<file path="src/rtl/traffic_timer.sv">
// Two-road traffic light controller with per-second countdown digits and a night (flashing yellow) mode.
// All outputs are registered, one cycle behind the state/count they display.
module traffic_timer #(
  parameter int TICK_DIV = 50000000,
  parameter int T_GREEN  = 25,
  parameter int T_YELLOW = 3
) (
  input  logic       clk,
  input  logic       rst_n,
  input  logic       night,
  output logic [2:0] light1,
  output logic [2:0] light2,
  output logic [4:0] s_ch1,
  output logic [4:0] s_dv1,
  output logic [4:0] s_ch2,
  output logic [4:0] s_dv2
);
  localparam int              PW        = $clog2(TICK_DIV);
  localparam logic [PW-1:0]   PRESC_MAX = PW'(TICK_DIV - 1);
  localparam logic [6:0]      CNT_G     = 7'(T_GREEN);
  localparam logic [6:0]      CNT_Y     = 7'(T_YELLOW);
  localparam logic [4:0]      RST_CH1   = 5'(T_GREEN / 10);
  localparam logic [4:0]      RST_DV1   = 5'(T_GREEN % 10);
  localparam logic [4:0]      RST_CH2   = 5'((T_GREEN + T_YELLOW) / 10);
  localparam logic [4:0]      RST_DV2   = 5'((T_GREEN + T_YELLOW) % 10);

  typedef enum logic [2:0] {S_G1R2, S_Y1R2, S_R1G2, S_R1Y2, S_NIGHT} state_t;

  state_t        r_state, w_state_next;
  logic [6:0]    r_cnt, w_cnt_next;
  logic [PW-1:0] r_presc, w_presc_next;
  logic          r_sync1, r_sync2;
  logic          r_yel, w_yel_next;
  logic          w_tick;
  logic [2:0]    w_l1, w_l2;
  logic [6:0]    w_v1, w_v2;
  logic [2:0]    r_l1, r_l2;
  logic [4:0]    r_ch1, r_dv1, r_ch2, r_dv2;

  assign w_tick = (r_presc == PRESC_MAX);

  always_ff @(posedge clk or negedge rst_n) begin
    if (!rst_n) begin
      r_sync1 <= 1'b0;
      r_sync2 <= 1'b0;
    end else begin
      r_sync1 <= night;
      r_sync2 <= r_sync1;
    end
  end

  always_ff @(posedge clk or negedge rst_n) begin
    if (!rst_n) begin
      r_state <= S_G1R2;
      r_cnt   <= CNT_G;
      r_presc <= '0;
      r_yel   <= 1'b0;
    end else begin
      r_state <= w_state_next;
      r_cnt   <= w_cnt_next;
      r_presc <= w_presc_next;
      r_yel   <= w_yel_next;
    end
  end

  // Night requests win over any phase step due on the same tick.
  always_comb begin
    w_state_next = r_state;
    w_cnt_next   = r_cnt;
    w_yel_next   = r_yel;
    w_presc_next = w_tick ? '0 : r_presc + 1'b1;
    if (r_state != S_NIGHT && r_sync2) begin
      w_state_next = S_NIGHT;
      w_yel_next   = 1'b1;
      w_presc_next = '0;
    end else if (r_state == S_NIGHT) begin
      if (!r_sync2) begin
        w_state_next = S_G1R2;
        w_cnt_next   = CNT_G;
        w_presc_next = '0;
      end else if (w_tick) begin
        w_yel_next = ~r_yel;
      end
    end else if (w_tick) begin
      if (r_cnt > 7'd1) begin
        w_cnt_next = r_cnt - 7'd1;
      end else begin
        case (r_state)
          S_G1R2:  begin w_state_next = S_Y1R2; w_cnt_next = CNT_Y; end
          S_Y1R2:  begin w_state_next = S_R1G2; w_cnt_next = CNT_G; end
          S_R1G2:  begin w_state_next = S_R1Y2; w_cnt_next = CNT_Y; end
          default: begin w_state_next = S_G1R2; w_cnt_next = CNT_G; end
        endcase
      end
    end
  end

  // During green the red road shows the time until it turns green, i.e. green plus yellow remaining.
  always_comb begin
    w_l1 = 3'b001;
    w_l2 = 3'b100;
    w_v1 = r_cnt;
    w_v2 = r_cnt + CNT_Y;
    case (r_state)
      S_G1R2: begin end
      S_Y1R2: begin
        w_l1 = 3'b010;
        w_v2 = r_cnt;
      end
      S_R1G2: begin
        w_l1 = 3'b100;
        w_l2 = 3'b001;
        w_v1 = r_cnt + CNT_Y;
        w_v2 = r_cnt;
      end
      S_R1Y2: begin
        w_l1 = 3'b100;
        w_l2 = 3'b010;
        w_v2 = r_cnt;
      end
      default: begin
        w_l1 = r_yel ? 3'b010 : 3'b000;
        w_l2 = r_yel ? 3'b010 : 3'b000;
        w_v1 = 7'd0;
        w_v2 = 7'd0;
      end
    endcase
  end

  always_ff @(posedge clk or negedge rst_n) begin
    if (!rst_n) begin
      r_l1  <= 3'b001;
      r_l2  <= 3'b100;
      r_ch1 <= RST_CH1;
      r_dv1 <= RST_DV1;
      r_ch2 <= RST_CH2;
      r_dv2 <= RST_DV2;
    end else begin
      r_l1  <= w_l1;
      r_l2  <= w_l2;
      r_ch1 <= 5'(w_v1 / 7'd10);
      r_dv1 <= 5'(w_v1 % 7'd10);
      r_ch2 <= 5'(w_v2 / 7'd10);
      r_dv2 <= 5'(w_v2 % 7'd10);
    end
  end

  assign light1 = r_l1;
  assign light2 = r_l2;
  assign s_ch1  = r_ch1;
  assign s_dv1  = r_dv1;
  assign s_ch2  = r_ch2;
  assign s_dv2  = r_dv2;

endmodule

</file>
<file path="config.mk">
export PLATFORM = sky130hd
export DESIGN_NAME = traffic_timer
export DESIGN_NICKNAME = d
export VERILOG_FILES = /design/src/rtl/traffic_timer.sv
export SDC_FILE = /design/constraint.sdc
export NUM_CORES = 1
export LEC_CHECK = 0
export BUFFER_PORTS_ARGS = -buffer_cell sky130_fd_sc_hd__buf_2
export CAP_MARGIN = 20
export CELL_PAD_IN_SITES_DETAIL_PLACEMENT = 0
export CELL_PAD_IN_SITES_GLOBAL_PLACEMENT = 1
export CORE_MARGIN = 2
export CORE_UTILIZATION = 50
export DETAILED_ROUTE_END_ITERATION = 8
export GPL_ROUTABILITY_DRIVEN = 0
export PLACE_DENSITY_LB_ADDON = 0.1
export SYNTH_ARGS = -nofsm -noshare
export SYNTH_HDL_FRONTEND = slang
export SYNTH_SLANG_ARGS = --single-unit
</file>
<file path="constraint.sdc">
create_clock -name clk -period 9.97 [get_ports clk]
set_input_delay 1.994 -clock clk [delete_from_list [all_inputs] [get_ports clk]]
set_output_delay 1.994 -clock clk [all_outputs]
set_load 0.01 [all_outputs]
</file>
==> run_results.csv, run 1 <==
group,metric,value,unit
outcome,status,"finished, final reports clean",
clocking,cts_buffers,9,
timing,fin_crit,4.27,ns
synthesis,synth-xor-area-share,9.08,%
synthesis,synth_most_common_cell,"nor2_1",
synthesis,synth_top_family_by_area,"simple AND/OR/NAND/NOR gates",
synthesis,synth_cell_types,77,
place,dp.cells,595,
timing,slew_viol_final,0,
global_routing,grt_util_all_layers,22.0,%
clocking,cts.clk_slew.worst_paths,0.07,ns
critical_path,path_cells,"inv_1 > ha_1 > or3b_1 > nor2_2 > xor2_2 > nand3_1 > o21ai_0 > mux2i_1 > o21ai_0 > ha_1 > a31oi_1 > o21ai_1 > a211oi_1 > nor4_1 > o31a_1 > mux2i_1",
global_routing,grt_max_degree,64,
die,die_x,95.7,um
synthesis,synth_area_leaders,"dfrtp_1, dfstp_2, nor2_1, xor2_1, nand2_1",
power,clkPwrFrac,43.6,%
drt,final_antenna_net_count,0,
synthesis,async_flop_share,100,%
power,power_density,121,mW/mm2
synthesis,ys_ff_latch,63,
synthesis,synth_enable_flop_cells,0,
clocking,clock_path_buffers,2,
layout,nNetsFinal,509,
die,ios,29,
timing,rsz0062_at_grt,"no",
timing,slew_headroom,35.5,%
synthesis,yosys_warnings,0,
layout,fillCellCount,784,
global_routing,grt_first_pass_wirelength,15.8,mm
critical_path,startpoint,"r_cnt[0]$_DFFE_PN1P_",
power,p_leak,1.90,nW
layout,fin_cells,611,
synthesis,synthFlopType,"dfrtp_1",
synthesis,synth_fa_ha_area_share,1.49,%
critical_path,r2r_cells,16,
synthesis,seq_area_frac_synth,37.8,%
clocking,h-tree-depth,3,
die,rows,33,
timing,max_freq,234,MHz
die,core,0.00818,mm2
clocking,cts-resized-gates,0,
global_routing,antenna_found_initial,0,
die,die_height,95.7,um
critical_path,cp_slowest_cell,"dfstp_2",
timing,finalSetupTns,0,ns
synthesis,postSynthAreaPerCell,8.53,um2
die,die_area,0.00916,mm2
drt,num_vias,3530,
drt,wl_per_cell,15.3,um
critical_path,max_stage_delay,0.65,ns
synthesis,postSynthCellCount,493,
place,port-buffer-count,26,
min_path,hp-class,"reg -> reg",
timing,worst-slew-pin-transition,0.967,ns
critical_path,worstSetupPathType,"reg -> reg",
power,p_int,0.418,mW
clocking,worst_skew_pair.late_latency,0.33,ns
timing,finalHoldViolations,0,
critical_path,cp.required,10.23,ns
critical_path,reg2reg_from,"r_cnt[0]$_DFFE_PN1P_",
synthesis,yosysTopAreaCell,"dfrtp_1",
timing,setup_viol,0,
critical_path,endpoint_kind,"flip-flop",
place,dp.final_hpwl,6.49,mm
critical_path,arrival,4.53,ns
drt,totalWireLength,9.36,mm
synthesis,synth_compound_area_share,18.0,%
power,p_switching,0.133,mW
run,cap_violations,0,
drt,firstDrtPassIters,4,
timing,fin_crit_sh,42.8,%
die,initial_core_util,51.4,%
layout,layout-drive-gt1-share,16.4,%
power,peakVddDrop,0.0839,mV
critical_path,startpoint_type,"flip-flop",
clocking,tritoncts,"done",
layout,diodes,0,
clocking,postCtsSetupBuffers,0,
timing,fin_worst_skew,0.0106,ns
clocking,cts_sinks,63,
clocking,holdBufCountCts,0,
critical_path,critPathMaxFanout,11,
min_path,whs_path_depth,0,
global_routing,first_global_vias,3325,
drt,vias_per_cell,5.78,
power,p_sw_share,24.1,%
power,comb_power_share,7.6,%
global_routing,grt_overflow_total,0,
layout,synthToLayoutAreaGrowth,8.39,%
power,seqPwrFrac,48.8,%
synthesis,yosys.area_share.simple,25.9,%
synthesis,yosys-top-cells-count,"nor2_1, dfrtp_1, nand2_1, o21ai_0, a21oi_1",
synthesis,syn_area,0.00420,mm2
drt,drtIter0Drc,179,
clocking,cts-root-buf,"clkbuf_8",
drt,drt_drc_violations_left,0,
synthesis,synth_top_area_share,31.5,%
min_path,hp-start,"r_sync1$_DFF_PN0_",
synthesis,synth.area.mux_share,2.68,%
-- cell type report --
type / count / area (um2) / area share (%)
clock buffer: 9 / 124 / 2.72
clock inverter: 7 / 97.6 / 2.14
inverter: 14 / 52.6 / 1.15
multi-input combinational: 384 / 2410 / 52.9
sequential: 63 / 1590 / 34.9
tap: 105 / 131 / 2.88
timing repair buffer: 29 / 153 / 3.35
-- power by group through the flow --
stage | logic [mW] | registers (mW) | clock network [mW]
global route | 0.0484 | 0.269 | 0.260
CTS | 0.0425 | 0.269 | 0.248
finish | 0.0420 | 0.269 | 0.240
global placement | 0.0422 | 0.273 | 0
floorplan | 0.0279 | 0.273 | 0
detailed placement | 0.0424 | 0.273 | 0
-- layout by cell type, fill, tap and decap left out, types with 3 or more instances in the layout --
cell type  instances
ha_1               5
xor2_1            20
inv_1             11
a21boi_0           3
o21ai_1            4
o21ai_0           30
and2_1             4
nand2b_1           3
nor2b_1            7
nand4_1            7
a211oi_1           3
buf_4              3
a31oi_1            3
xor2_2             3
mux2i_1            9
nor3_1            18
or3_1              9
xnor2_1           18
nor4_1            10
nor2_1            60
clkbuf_8           9
o31ai_1            7
dfrtp_1           53
nand3_1           21
and3_1             5
and4_1             3
buf_2             26
a22oi_1            3
dfstp_2           10
a21oi_1           26
nand2_1           42
-- cell families after synthesis --
group           count (synthesis)
compound gates                113
xor+xnor                       41
fa+ha+maj                       5
buf+inv                        47
flops                          63
mux                            11
other cells                     1
simple gates                  212
-- worst max-delay path, delay by kind of cell (launching register included) --
| family | cells | cell delay (ns) |
|---|---|---|
| fa+ha+maj | 2 | 0.60 |
| xor+xnor | 1 | 0.34 |
| mux | 2 | 0.30 |
| simple gates | 4 | 1.33 |
| flops | 1 | 0.65 |
| compound gates | 6 | 0.90 |
| buf+inv | 1 | 0.07 |
-- per-layer routing --
metal / part of all wire (%) / track usage (%) / vias to the layer above
li1: - / - / 1762
met1: 47 / 29.5 / 1700
met2: 49 / 36.0 / 57
met3: 2.8 / 3.92 / 11
met4: 1.5 / 7.50 / 0
met5: 0 / 0 / -
-- registers in the layout, indices dropped and copies added (netlist names) --
name and count:
s_ch1 4, r_sync1 1, r_cnt 7, r_sync2 1, r_state 3, light2 3, s_dv1 5, s_ch2 4
r_presc 26, light1 3, s_dv2 5, r_yel 1
-- final timing paths --
path,endpoint,slack (ns)
min reg2reg,r_sync2$_DFF_PN0_,0.36
max in group asynchronous,r_presc[18]$_DFF_PN0_,7.63
min in group asynchronous,r_presc[4]$_DFF_PN0_,1.81
max,s_dv1[2]$_DFF_PN1_,5.70
min,r_sync2$_DFF_PN0_,0.36
max reg2reg,s_dv1[2]$_DFF_PN1_,5.70
-- metrics by stage --
step	setup WS [ns]	util, %	total power, mW	hold WS, ns	area [um2]
global route	5.35	55.7	0.578	0.371	4560
global placement	5.89	53.0	0.315	0.335	4340
finish	5.70	55.7	0.551	0.362	4560
floorplan	6.11	-	0.301	0.331	4210
detailed placement	5.73	53.0	0.316	0.354	4340
CTS	5.70	55.7	0.559	0.368	4560
(Power assumes the default switching activity.)
==> run 2: changes to the inputs <==
--- a/config.mk
+++ b/config.mk
@@ -10,7 +10,7 @@
 export CELL_PAD_IN_SITES_DETAIL_PLACEMENT = 0
 export CELL_PAD_IN_SITES_GLOBAL_PLACEMENT = 1
 export CORE_MARGIN = 2
-export CORE_UTILIZATION = 50
+export CORE_UTILIZATION = 42
 export DETAILED_ROUTE_END_ITERATION = 8
 export GPL_ROUTABILITY_DRIVEN = 0
 export PLACE_DENSITY_LB_ADDON = 0.1
==> constraint.sdc (replaced) <==
create_clock -name clk -period 3.56 [get_ports clk]
set_input_delay 0.712 -clock clk [delete_from_list [all_inputs] [get_ports clk]]
set_output_delay 0.712 -clock clk [all_outputs]
set_load 0.01 [all_outputs]
==> run 2 against run 1 <==
Compared with the run above:
- fmax rose by 28%
- register-to-register slack worse by 5.5 ns
- via count increased by 3.6%
- worst setup slack lost 5.5 ns
- sequential share of layout area down 2.7 points
- combinational power rose to 3.2 times the previous value
- critical path depth decreased by 4
- die area is 18% higher
- critical path type unchanged
- largest cell class unchanged
==> run_results.csv, run 2 (synthesis results as in run 1) <==
group,metric,value,unit
timing,worst-slew-pin-transition,0.799,ns
clocking,holdBufCountCts,0,
die,ios,29,
die,die_height,104,um
layout,fin_util,50.7,%
drt,vias_per_cell,5.45,
drt,drt_drc_violations_left,0,
drt,final_antenna_net_count,0,
global_routing,grt_first_pass_wirelength,17.0,mm
timing,fin_crit,3.33,ns
drt,wl_per_cell,15.5,um
clocking,cts_buffers,9,
critical_path,cp.required,3.77,ns
layout,synthToLayoutAreaGrowth,17.4,%
critical_path,path_cells,"inv_2 > ha_4 > or3_1 > or3_1 > and3b_4 > or2_4 > a21oi_2 > o221ai_2 > ha_1 > inv_1 > a2111oi_2 > a311o_1",
layout,fillCellCount,972,
power,power_density,324,mW/mm2
layout,multiInputGateArea,0.00250,mm2
global_routing,grt_overflow_total,0,
global_routing,grt_util_all_layers,19.2,%
timing,slew_viol_final,0,
layout,largest_register_ffs,26,
min_path,hp-class,"reg -> reg",
run,cap_violations,0,
place,dp.final_hpwl,7.38,mm
place,dp_slack,-0.00424,ns
critical_path,arrival,3.55,ns
critical_path,max_stage_delay,0.54,ns
clocking,h-tree-depth,3,
global_routing,first_global_vias,3426,
die,rows,36,
global_routing,grt_max_degree,64,
critical_path,endpoint_kind,"flip-flop",
timing,finalHoldViolations,0,
timing,setup_viol,0,
clocking,worst_skew_pair.late_latency,0.34,ns
timing,hold_ws,0.353,ns
drt,num_vias,3656,
clocking,clock_path_buffers,2,
timing,fin_worst_skew,0.0127,ns
critical_path,path_delay_family,"simple AND/OR/NAND/NOR gates",
layout,seq_area,0.00159,mm2
timing,worst_slack,0.226,ns
layout,regMostFlops,"r_presc",
critical_path,cp_slowest_cell,"dfstp_2",
timing,max_freq,300,MHz
clocking,cts_sinks,63,
critical_path,worstSetupPathType,"reg -> reg",
timing,rsz0062_at_grt,"yes",
die,die_x,104,um
power,peakVddDrop,0.206,mV
die,core,0.00973,mm2
timing,finalSetupTns,0,ns
critical_path,crit_path_frequent_cell,"or3_1",
clocking,cts.clk_slew.worst_paths,0.08,ns
timing,slew_headroom,46.7,%
layout,largestRegisters,"r_presc (26), r_cnt (7)",
die,die_area,0.0108,mm2
power,power,1.60,mW
outcome,status,"finished, final reports clean",
drt,firstDrtPassIters,4,
layout,nNetsFinal,541,
clocking,cts-root-buf,"clkbuf_8",
critical_path,startpoint_type,"flip-flop",
layout,final_cell_mix,"nor2_1, dfrtp_1, nand2_1, buf_4, o21ai_0",
drt,drtIter0Drc,209,
timing,fin_crit_sh,93.6,%
place,port-buffer-count,26,
layout,layout-drive-gt1-share,23.6,%
global_routing,antenna_found_initial,0,
clocking,tritoncts,"done",
layout,diodes,0,
critical_path,cp.buffers_inverters,2,
layout,final_common_cell,"nor2_1",
power,p_leak,2.10,nW
critical_path,critPathMaxFanout,7,
die,initial_core_util,43.2,%
drt,totalWireLength,10.4,mm
run 2: routing by layer:
metal / global-route usage [%] / up-vias / part of all wire, %
met5: 0 / - / 0
met1: 25.2 / 1754 / 48
li1: - / 1827 / -
met2: 32.6 / 63 / 48
met4: 4.73 / 0 / 1.0
met3: 4.01 / 12 / 3.1
run 2: final timing paths:
check	start	endpoint	slack, ns	depth (start not counted)
worst max-delay path	r_cnt[0]$_DFFE_PN1P_	s_dv2[1]$_DFF_PN0_	0.23	12
worst min-delay path	r_sync1$_DFF_PN0_	r_sync2$_DFF_PN0_	0.35	0
worst max register to register	r_cnt[0]$_DFFE_PN1P_	s_dv2[1]$_DFF_PN0_	0.23	12
worst min register to register	r_sync1$_DFF_PN0_	r_sync2$_DFF_PN0_	0.35	0
max in group asynchronous	rst_n	r_cnt[1]$_DFFE_PN0P_	2.49	2
min in group asynchronous	rst_n	r_presc[15]$_DFF_PN0_	0.54	2
run 2: where the power goes:
part	switching, mW	internal [mW]
registers	0.0133	0.737
logic	0.0866	0.0484
clock network	0.297	0.418
run 2: cell type report:
class                           instances  share of cell area, %
Inverter                               14                   1.07
Sequential cell                        63                   32.2
Multi-Input combinational cell        384                   50.7
Tap cell                              133                   3.37
Timing Repair Buffer                   61                   7.96
Clock inverter                          6                   1.85
Clock buffer                           10                   2.79
run 2: through the flow:
stage / std cells / instance area, um2
6_report: 671 / 4930
4_1_cts: 670 / 4870
3_3_place_gp: 654 / 4630
2_1_floorplan: 494 / 4250
3_5_place_dp: 654 / 4630
5_1_grt: 671 / 4930
run 2: repair_timing:
item	CTS	global route
pin swaps	0	6
hold endpoints to repair	0	0
gates resized for setup	1	11
setup buffers	0	1
endpoints found under the setup margin	2	5
